## config.mk

```make
export PLATFORM = sky130hd
export DESIGN_NAME = fp16_class_generator
export DESIGN_NICKNAME = d
export VERILOG_FILES = /design/src/rtl/fp16_pkg.sv /design/src/rtl/fp16_class_encode.sv /design/src/rtl/fp16_class_generator.sv
export SDC_FILE = /design/constraint.sdc
export NUM_CORES = 1
export LEC_CHECK = 0
export ABC_CLOCK_PERIOD_IN_PS = 10020
export BUFFER_PORTS_ARGS = -buffer_cell sky130_fd_sc_hd__buf_2
export CORE_MARGIN = 2
export CORE_UTILIZATION = 42
export DETAILED_ROUTE_END_ITERATION = 10
export HOLD_SLACK_MARGIN = 0.02
export SETUP_SLACK_MARGIN = 0.1
export SYNTH_ARGS = -nofsm -noshare
export SYNTH_HDL_FRONTEND = slang
export SYNTH_HIERARCHICAL = 1
export SYNTH_SLANG_ARGS = --single-unit
```

## constraint.sdc

```tcl
create_clock -name clk -period 10.02 [get_ports clk]
set_input_delay 0.501 -clock clk [delete_from_list [all_inputs] [get_ports clk]]
set_output_delay 0.501 -clock clk [all_outputs]
set_load 0.005 [all_outputs]
```

## src/rtl/fp16_pkg.sv

```systemverilog
// Shared FP16 constants: class codes, one-hot bit positions, field
// widths, per-class population sizes and the generator FSM encoding.
package fp16_pkg;

    localparam int W_FLOAT = 16;
    localparam int W_SIGN  = 1;
    localparam int W_EXP   = 5;
    localparam int W_MANT  = 10;

    localparam logic [W_EXP-1:0] EXP_MAX  = 5'd31;
    localparam int               QNAN_BIT = 9;

    localparam logic [2:0] CLS_SNAN   = 3'd0;
    localparam logic [2:0] CLS_QNAN   = 3'd1;
    localparam logic [2:0] CLS_INF    = 3'd2;
    localparam logic [2:0] CLS_ZERO   = 3'd3;
    localparam logic [2:0] CLS_SUB    = 3'd4;
    localparam logic [2:0] CLS_NORMAL = 3'd5;

    // one-hot layout {snan,qnan,inf,zero,subnormal,normal}
    localparam int OH_SNAN   = 5;
    localparam int OH_QNAN   = 4;
    localparam int OH_INF    = 3;
    localparam int OH_ZERO   = 2;
    localparam int OH_SUB    = 1;
    localparam int OH_NORMAL = 0;

    localparam logic [15:0] M_SNAN   = 16'd1022;
    localparam logic [15:0] M_QNAN   = 16'd1024;
    localparam logic [15:0] M_INF    = 16'd2;
    localparam logic [15:0] M_ZERO   = 16'd2;
    localparam logic [15:0] M_SUB    = 16'd2046;
    localparam logic [15:0] M_NORMAL = 16'd61440;

    localparam logic [15:0] H_SNAN   = 16'd511;
    localparam logic [15:0] H_QNAN   = 16'd512;
    localparam logic [15:0] H_INF    = 16'd1;
    localparam logic [15:0] H_ZERO   = 16'd1;
    localparam logic [15:0] H_SUB    = 16'd1023;
    localparam logic [15:0] H_NORMAL = 16'd30720;

    typedef logic [0:0] state_t;
    localparam state_t ST_IDLE   = 1'b0;
    localparam state_t ST_STREAM = 1'b1;

    function automatic logic [15:0] class_size(input logic [2:0] c);
        case (c)
            CLS_SNAN:   return M_SNAN;
            CLS_QNAN:   return M_QNAN;
            CLS_INF:    return M_INF;
            CLS_ZERO:   return M_ZERO;
            CLS_SUB:    return M_SUB;
            CLS_NORMAL: return M_NORMAL;
            default:    return 16'd0;
        endcase
    endfunction

    function automatic logic [15:0] class_half(input logic [2:0] c);
        case (c)
            CLS_SNAN:   return H_SNAN;
            CLS_QNAN:   return H_QNAN;
            CLS_INF:    return H_INF;
            CLS_ZERO:   return H_ZERO;
            CLS_SUB:    return H_SUB;
            CLS_NORMAL: return H_NORMAL;
            default:    return 16'd0;
        endcase
    endfunction

endpackage

```

## src/rtl/fp16_class_encode.sv

```systemverilog
// Combinational index -> encoding map for one FP16 class.
// Ports: cls_i class code, idx_i member index; float_o encoding, class_o one-hot.
module fp16_class_encode
    import fp16_pkg::*;
(
    input  logic [2:0]  cls_i,
    input  logic [15:0] idx_i,
    output logic [15:0] float_o,
    output logic [5:0]  class_o
);

    logic [15:0]       half;
    logic              sign;
    logic [14:0]       k;
    logic [W_EXP-1:0]  exp_f;
    logic [W_MANT-1:0] mant_f;

    // first half of the index range is the positive members
    always_comb begin
        half = class_half(cls_i);
        sign = (idx_i >= half);
        k    = 15'(idx_i - (sign ? half : 16'd0));
    end

    always_comb begin
        exp_f   = '0;
        mant_f  = '0;
        class_o = '0;
        case (cls_i)
            CLS_SNAN: begin
                exp_f            = EXP_MAX;
                mant_f           = k[9:0] + 10'd1;
                class_o[OH_SNAN] = 1'b1;
            end
            CLS_QNAN: begin
                exp_f            = EXP_MAX;
                mant_f[QNAN_BIT] = 1'b1;
                mant_f[8:0]      = k[8:0];
                class_o[OH_QNAN] = 1'b1;
            end
            CLS_INF: begin
                exp_f           = EXP_MAX;
                class_o[OH_INF] = 1'b1;
            end
            CLS_ZERO: begin
                class_o[OH_ZERO] = 1'b1;
            end
            CLS_SUB: begin
                mant_f          = k[9:0] + 10'd1;
                class_o[OH_SUB] = 1'b1;
            end
            CLS_NORMAL: begin
                exp_f              = k[14:10] + 5'd1;
                mant_f             = k[9:0];
                class_o[OH_NORMAL] = 1'b1;
            end
            default: ;
        endcase
    end

    assign float_o = {sign, exp_f, mant_f};

endmodule

```

## src/rtl/fp16_class_generator.sv

```systemverilog
// Streams every (or count_i) FP16 encodings of one class with expected one-hot.
// Ports: req_* request handshake, out_* beat stream, err_o illegal-class pulse.
module fp16_class_generator
    import fp16_pkg::*;
#(
    parameter int W_CNT = 16
) (
    input  logic             clk,
    input  logic             rst,
    input  logic             req_valid_i,
    output logic             req_ready_o,
    input  logic [2:0]       cls_i,
    input  logic [W_CNT-1:0] count_i,
    output logic             out_valid_o,
    input  logic             out_ready_i,
    output logic [15:0]      float_o,
    output logic [5:0]       class_o,
    output logic             last_o,
    output logic             err_o
);

    localparam logic [W_CNT-1:0] ONE = W_CNT'(1);

    state_t           state_q, state_d;
    logic [2:0]       cls_q, cls_d;
    logic [W_CNT-1:0] idx_q, idx_d;
    logic [W_CNT-1:0] rem_q, rem_d;
    logic             valid_q, valid_d;
    logic [15:0]      float_q, float_d;
    logic [5:0]       class_q, class_d;
    logic             last_q, last_d;
    logic             err_q, err_d;

    logic [W_CNT-1:0] size_cur, size_new, idx_nxt;
    logic [2:0]       enc_cls;
    logic [W_CNT-1:0] enc_idx;
    logic [15:0]      enc_float;
    logic [5:0]       enc_class;
    logic             cls_ok;

    assign size_cur = W_CNT'(class_size(cls_q));
    assign size_new = W_CNT'(class_size(cls_i));
    assign idx_nxt  = (idx_q == size_cur - ONE) ? '0 : idx_q + ONE;
    assign cls_ok   = (cls_i <= CLS_NORMAL);

    // encoder sees the beat that will be registered at the next edge
    always_comb begin
        enc_cls = cls_q;
        enc_idx = idx_nxt;
        if (state_q == ST_IDLE) begin
            enc_cls = cls_i;
            enc_idx = '0;
        end
    end

    fp16_class_encode u_enc (
        .cls_i   (enc_cls),
        .idx_i   (16'(enc_idx)),
        .float_o (enc_float),
        .class_o (enc_class)
    );

    always_comb begin
        state_d = state_q;
        cls_d   = cls_q;
        idx_d   = idx_q;
        rem_d   = rem_q;
        valid_d = valid_q;
        float_d = float_q;
        class_d = class_q;
        last_d  = last_q;
        err_d   = 1'b0;
        case (state_q)
            ST_IDLE: begin
                if (req_valid_i) begin
                    if (cls_ok) begin
                        state_d = ST_STREAM;
                        cls_d   = cls_i;
                        idx_d   = '0;
                        rem_d   = (count_i == '0) ? size_new : count_i;
                        valid_d = 1'b1;
                        float_d = enc_float;
                        class_d = enc_class;
                        last_d  = (rem_d == ONE);
                    end else begin
                        err_d = 1'b1;
                    end
                end
            end
            ST_STREAM: begin
                if (out_ready_i) begin
                    if (rem_q == ONE) begin
                        state_d = ST_IDLE;
                        valid_d = 1'b0;
                        last_d  = 1'b0;
                    end else begin
                        rem_d   = rem_q - ONE;
                        idx_d   = idx_nxt;
                        float_d = enc_float;
                        class_d = enc_class;
                        last_d  = (rem_d == ONE);
                    end
                end
            end
            default: ;
        endcase
    end

    always_ff @(posedge clk) begin
        if (rst) begin
            state_q <= ST_IDLE;
            cls_q   <= '0;
            idx_q   <= '0;
            rem_q   <= '0;
            valid_q <= 1'b0;
            float_q <= '0;
            class_q <= '0;
            last_q  <= 1'b0;
            err_q   <= 1'b0;
        end else begin
            state_q <= state_d;
            cls_q   <= cls_d;
            idx_q   <= idx_d;
            rem_q   <= rem_d;
            valid_q <= valid_d;
            float_q <= float_d;
            class_q <= class_d;
            last_q  <= last_d;
            err_q   <= err_d;
        end
    end

    assign req_ready_o = (state_q == ST_IDLE);
    assign out_valid_o = valid_q;
    assign float_o     = float_q;
    assign class_o     = class_q;
    assign last_o      = last_q;
    assign err_o       = err_q;

endmodule

```

## Yosys cells after proc, flatten, opt, wreduce, memory -nomap -nowiden

Index checks and enable logic that the tools add are counted.

- Flip-flop bits (word level): 61
- Input bits: 23
- Output and inout bits: 26
- Logic and storage cells: 109

- Add/subtract/negate cells: 6
- $lt $le $gt $ge: 2
- Eq/ne operators: 24
- Multiplexer cells: 52
- Bitwise logic cells: 2
- Reduce and logical (&&, ||, !) cells: 14

Operator list:

| kind | number |
|---|---|
| 2-to-1 mux 16 bit | 15 |
| one-hot mux 16 bit (5 select lines) | 2 |
| one-hot mux 16 bit (2 select lines) | 3 |
| one-hot mux 15 bit (5 select lines) | 1 |
| == test 16 x 1 -> 1 bit (second input constant) | 3 |
| subtractor 16 x 1 -> 16 bit (second input constant) | 2 |
| one-hot mux 10 bit (3 select lines) | 1 |
| 2-to-1 mux 6 bit | 4 |
| 2-to-1 mux 1 bit | 19 |
| == test 3 x 2 -> 1 bit (second input constant) | 6 |
| == test 3 bit (second input constant) | 6 |
| adder 16 x 1 -> 16 bit (second input constant) | 1 |
| == test 16 bit | 1 |
| greater-or-equal comparator 16 x 15 -> 1 bit | 1 |
| zero test 16 bit | 1 |
| 2-to-1 mux 15 bit | 1 |
| subtractor 15 bit | 1 |
| one-hot mux 6 bit (2 select lines) | 1 |
| adder 10 x 1 -> 10 bit (second input constant) | 1 |
| one-hot mux 5 bit (2 select lines) | 1 |
| == test 3 x 1 -> 1 bit (second input constant) | 3 |
| zero test 3 bit | 3 |
| AND reduction 4 bit | 2 |
| OR reduction 2 bit | 4 |
| 9 further kinds | 17 |

## Longest topological paths before layout

- Word-level depth: 15
- Mapped depth: 32
- Depth with buffers taken out: 29

## Cells and area by module

Netlist, hierarchy kept.

Modules (own cells, without submodules):

| module | times used | cells an instance | area each (µm²) | sequential area each (µm²) |
|---|---|---|---|---|
| fp16_class_generator | 1 | 497 | 3713.6 | 1221.2 |
| fp16_class_encode | 1 | 198 | 1451.4 | 0.0 |

## Worst setup path before layout

Ideal clock, no wire load.

- Path kind: flip-flop to flip-flop
- Start: register cls_q[1]
- End: register float_q[14] (netlist: float_o[14])
- Setup time: 0.070 ns
- Arrival: 5.775 ns
- Required time: 9.950 ns
- Setup slack: 4.174 ns
- Stages on the path, launching flop included: 31
- Buffers on the path: 3
- Period minus slack after synthesis: 5.846 ns
- Cells stage by stage: dfxtp_1 > buf_4 > or2_2 > ha_1 > xnor2_1 > nand2_1 > o41ai_2 > o221a_4 > buf_6 > buf_2 > nor2_1 > inv_1 > ha_1 > nand2b_1 > a21o_1 > a2111oi_2 > o211ai_4 > and2_2 > ha_1 > fa_1 > nand2b_1 > a21o_1 > a211o_1 > and3_1 > a211oi_2 > ha_1 > nand3_1 > xnor2_1 > o21ai_1 > nand2_1 > a21oi_1

- Cells in the longest elaborated chain, start to end: 15
- Elaborated cells on any way between the ends: 32
- Those cells by class: 3 x add/sub; 1 x order compare; 11 x eq/ne; 12 x mux; 5 x reduce/logical

RTL lines:

| what | line | RTL |
|---|---|---|
| start, declared | fp16_class_generator.sv:25 | `logic [2:0] cls_q, cls_d;` |
| start signal, assigned | fp16_class_generator.sv:122 | `cls_q <= cls_d;` |
| == test 3 x 2 -> 1 bit | fp16_pkg.sv:47 | `case (c)` |
| OR reduction 2 bit (no source line) | -- |  |
| one-hot mux 16 bit (5 select lines) * | fp16_pkg.sv:47 |  |
| subtractor 16 x 1 -> 16 bit * | fp16_class_generator.sv:43 | `assign idx_nxt = (idx_q == size_cur - ONE) ? '0 : idx_q + ONE;` |
| == test 16 bit * | fp16_class_generator.sv:43 |  |
| 2-to-1 mux 16 bit * | fp16_class_generator.sv:43 |  |
| 2-to-1 mux 16 bit * | fp16_class_generator.sv:50 | `if (state_q == ST_IDLE) begin` |
| net enc_idx[0] | fp16_class_generator.sv:36 | `logic [W_CNT-1:0] enc_idx;` |
| [... 1 more ...] | -- |  |
| net u_enc.sign | fp16_class_encode.sv:13 | `logic sign;` |
| 2-to-1 mux 15 bit * | fp16_class_encode.sv:22 | `k = 15'(idx_i - (sign ? half : 16'd0));` |
| subtractor 15 bit * | fp16_class_encode.sv:22 |  |
| adder 5 x 1 -> 5 bit * | fp16_class_encode.sv:53 | `exp_f = k[14:10] + 5'd1;` |
| one-hot mux 5 bit (2 select lines) * | fp16_class_encode.sv:29 | `case (cls_i)` |
| net enc_float[14] | fp16_class_generator.sv:37 | `logic [15:0] enc_float;` |
| 2-to-1 mux 16 bit, on equally long branches | fp16_class_generator.sv:92, fp16_class_generator.sv:76 |  |
| 2-to-1 mux 16 bit, on equally long branches | fp16_class_generator.sv:91, fp16_class_generator.sv:75 |  |
| one-hot mux 16 bit (2 select lines) * | fp16_class_generator.sv:73 | `case (state_q)` |
| end signal, assigned | fp16_class_generator.sv:126 | `float_q <= float_d;` |
| end, declared | fp16_class_generator.sv:29 | `logic [15:0] float_q, float_d;` |

The timed path passes the listed nets; every way through them passes the cells marked *. The select of a mux whose other input is x is not followed.
A chain may end at the register's enable or synchronous reset.

## Worst setup path after layout

- Start: register cls_q[1]
- End: register float_q[14] (netlist: float_o[14])

- Cells in the longest elaborated chain, start to end: 15
- Elaborated cells on any way between the ends: 32
- Those cells by class: 3 x add/sub; 1 x order compare; 11 x eq/ne; 12 x mux; 5 x reduce/logical

RTL lines:

| what | line |
|---|---|
| == test 3 x 2 -> 1 bit | fp16_pkg.sv:47 |
| OR reduction 2 bit (no source line) | -- |
| one-hot mux 16 bit (5 select lines) * | fp16_pkg.sv:47 |
| subtractor 16 x 1 -> 16 bit * | fp16_class_generator.sv:43 |
| == test 16 bit * | fp16_class_generator.sv:43 |
| 2-to-1 mux 16 bit * | fp16_class_generator.sv:43 |
| 2-to-1 mux 16 bit * | fp16_class_generator.sv:50 |
| net enc_idx[0] | fp16_class_generator.sv:36 |
| [... 1 more ...] | -- |
| net enc_float[15] | fp16_class_generator.sv:37 |
| 2-to-1 mux 15 bit * | fp16_class_encode.sv:22 |
| subtractor 15 bit * | fp16_class_encode.sv:22 |
| adder 5 x 1 -> 5 bit * | fp16_class_encode.sv:53 |
| one-hot mux 5 bit (2 select lines) * | fp16_class_encode.sv:29 |
| net enc_float[14] | fp16_class_generator.sv:37 |
| 2-to-1 mux 16 bit, on equally long branches | fp16_class_generator.sv:92, fp16_class_generator.sv:76 |
| 2-to-1 mux 16 bit, on equally long branches | fp16_class_generator.sv:91, fp16_class_generator.sv:75 |
| one-hot mux 16 bit (2 select lines) * | fp16_class_generator.sv:73 |

Marked as above.

==> out/results.txt <==
Starting DRT DRC Count - 458
CTS max path bufs - 2
antenna cell count - 0
share of the synthesized area in the top cell type - 23.6%
CTS tree - built
die width - 115 um
TritonRoute pass-1 iters - 5
Setup TNS - 0 ns
largest net degree at the start of global routing - 61
GR Util All Layers - 22.3%
IO buf count - 48
hold path depth - 2
total of max-cap violations - 0
slew at the pin closest to its max-slew limit - 0.811 ns
Max Clock Skew - 0.00674 ns
Netlist cell types - 79
synthesized area - 0.00516 sq mm
worst endpoint required time - 10.29 ns
DRT antenna net count - 0
I/O pin count - 49
RSZ-0062 raised after global routing - false
most frequent cells in the layout - 106 x nand2_1, 61 x dfxtp_1, 60 x nor2_1, 60 x a21oi_1, 48 x buf_2
core box area - 0.0120 sq mm
worst skew pair latency - 0.34 ns
reg2reg setup slack - 3.74 ns
fin util - 48.2%
Post-route DRC - 0
Syn Inst Count - 695
layout cells sized above 1 - 14.0%
CTS Sinks - 61
Routed WL per cell - 16.5 um
HPWL Detailed - 10,300 um
area grow syn2layout - 12.0%
vias per cell - 5.85
critical path arrival - 6.55 ns
Initial Utilization - 43.0%
row count - 40
number of synthesized register bits - 61
asr flop ratio synth - 0%
CP Launch Type - flop
nets@finish - 773
die area - 0.0132 sq mm
Root Driver - clkbuf_16
post-synthesis sequential area ratio - 23.6%
crit-path max FO - 25
Critical R2R Launch - cls_q[1]
routability cong. - 0.834
Slew Limit Fails - 0
clk slew on worst S/H paths - 0.05 ns
Post-synth EDFFs - 0
reg2reg end - float_o[14]
initial antenna violation count - 0
Multi-input gate area - 0.00367 sq mm
CTS Buf Count - 9
total wire length - 14,300 um
maximum VDD drop - 0.0943 mV
Min-Delay Path Class - reg -> reg
post-synth net total - 754
Fmax achieved - 159 MHz
final setup vio count - 0
Power per Cell Area - 147 mW/mm^2
vias in the first global route - 4,811
Worst Hold Path EP - class_o[0]
DR vias - 5,067
first-pass GRT wire length - 23,500 um
postcts setup bufs - 0
slowest stage delay, CP - 0.53 ns
H-tree levels - 3
slew margin rel. - 45.7%
Synth area leader - dfxtp_1
# fillers - 1,181
CP max-delay cell - dfxtp_1
Synth area leaders - dfxtp_1 24%, ha_1 8.5%, nand2_1 7.7%
global route total overflow - 0
final hold violation count - 0
CTS resizes - 0
Hold Startpoint - class_o[0]
Hold-fix buffers, CTS - 0
Tcrit/Tclk final - 62.7%
status - complete, no violations
Syn Area/Cell - 7.43 sq um
R2R cell count - 28
critical path class - reg -> reg
ys flop type - dfxtp_1
DIE HEIGHT - 115 um
Leak - 2.32 nW
most common cell after layout, fill and taps aside - nand2_1
Synth warnings - 6
crit end category - flop
min cycle time layout - 6.28 ns
sequential cell area - 0.00122 sq mm
## registers in the layout, indices dropped and copies added (netlist names)
name         flops
class_o          6
rem_q           16
err_o            1
cls_q            3
last_o           1
state_q          1
idx_q           16
float_o         16
out_valid_o      1
## synthesized netlist by cell type (4+ instances only)
master	count
a21o_1	10
a21oi_1	60
a31oi_1	13
and2_1	7
and3_1	7
buf_2	12
buf_4	6
clkbuf_1	25
dfxtp_1	61
ha_1	35
inv_1	18
mux2i_1	4
nand2_1	106
nand2b_1	6
nand3_1	24
nand3b_1	4
nand4_1	10
nor2_1	60
nor2b_1	9
nor3_1	16
nor4_1	14
o211ai_1	7
o21ai_0	26
o21ai_1	15
o221ai_1	4
or2_2	4
or3_1	4
or4_1	10
xnor2_1	31
xor2_1	14
## critical path, delay by kind of cell, from the launching register on
kind	cells	cell delay (ns)
buf+inv	2	0.14
xor+xnor	2	0.38
flops	1	0.53
fa+ha+maj	4	1.05
simple gates	9	1.29
compound gates	11	2.80
## where the power goes
part | total [W] | switching [W] | internal, W
logic | 0.000199 | 0.000124 | 0.0000756
clock network | 0.000381 | 0.000117 | 0.000263
registers | 0.000273 | 0.0000172 | 0.000255
total | 0.000852 | 0.000258 | 0.000594
## per-layer routing
metal	GRT usage, %	vias up	part of all wire, %
met5	0	-	0
met4	8.27	0	2.4
met3	4.38	22	4.6
met2	37.5	133	48
met1	28.3	2371	45
li1	-	2541	-
## final cells by class
type | count | share of cell area (%)
multi-input cells | 570 | 63.4
flip-flops and latches | 61 | 21.1
repair buffers | 54 | 4.93
clock buffers | 13 | 4.67
well taps | 147 | 3.18
clock inverters | 3 | 1.56
inverters | 18 | 1.17
## per-stage QoR
step                      setup slack [ns]  cells  power [W]  hold slack, ns  instance area (sq um)
after floorplan                       4.17    695   0.000424           0.453                   5160
after global placement                3.97    850   0.000471           0.441                   5420
after detailed placement              3.78    850   0.000475           0.446                   5420
after CTS                             3.74    866   0.000855           0.453                   5780
after global routing                  3.10    866   0.000893           0.468                   5780
final                                 3.74    866   0.000852           0.452                   5780
## kinds of logic after synthesis
logic type | share of synthesized area, %
muxes | 1.21
and+or+nand+nor | 31.1
buffers and inverters | 5.52
AOI/OAI and AO/OA | 22.1
adders and majority gates | 8.87
xor gates and xnor gates | 7.63
DFF | 23.6
## worst max-delay path by stage
stage	from	end
6_report	cls_q[1]	float_o[14]
5_1_grt	cls_q[1]	float_o[14]
4_1_cts	cls_q[1]	float_o[14]
3_5_place_dp	cls_q[1]	float_o[9]
3_3_place_gp	cls_q[1]	float_o[9]
2_1_floorplan	cls_q[1]	float_o[14]
Note: power is estimated with default switching activity, not from simulation.
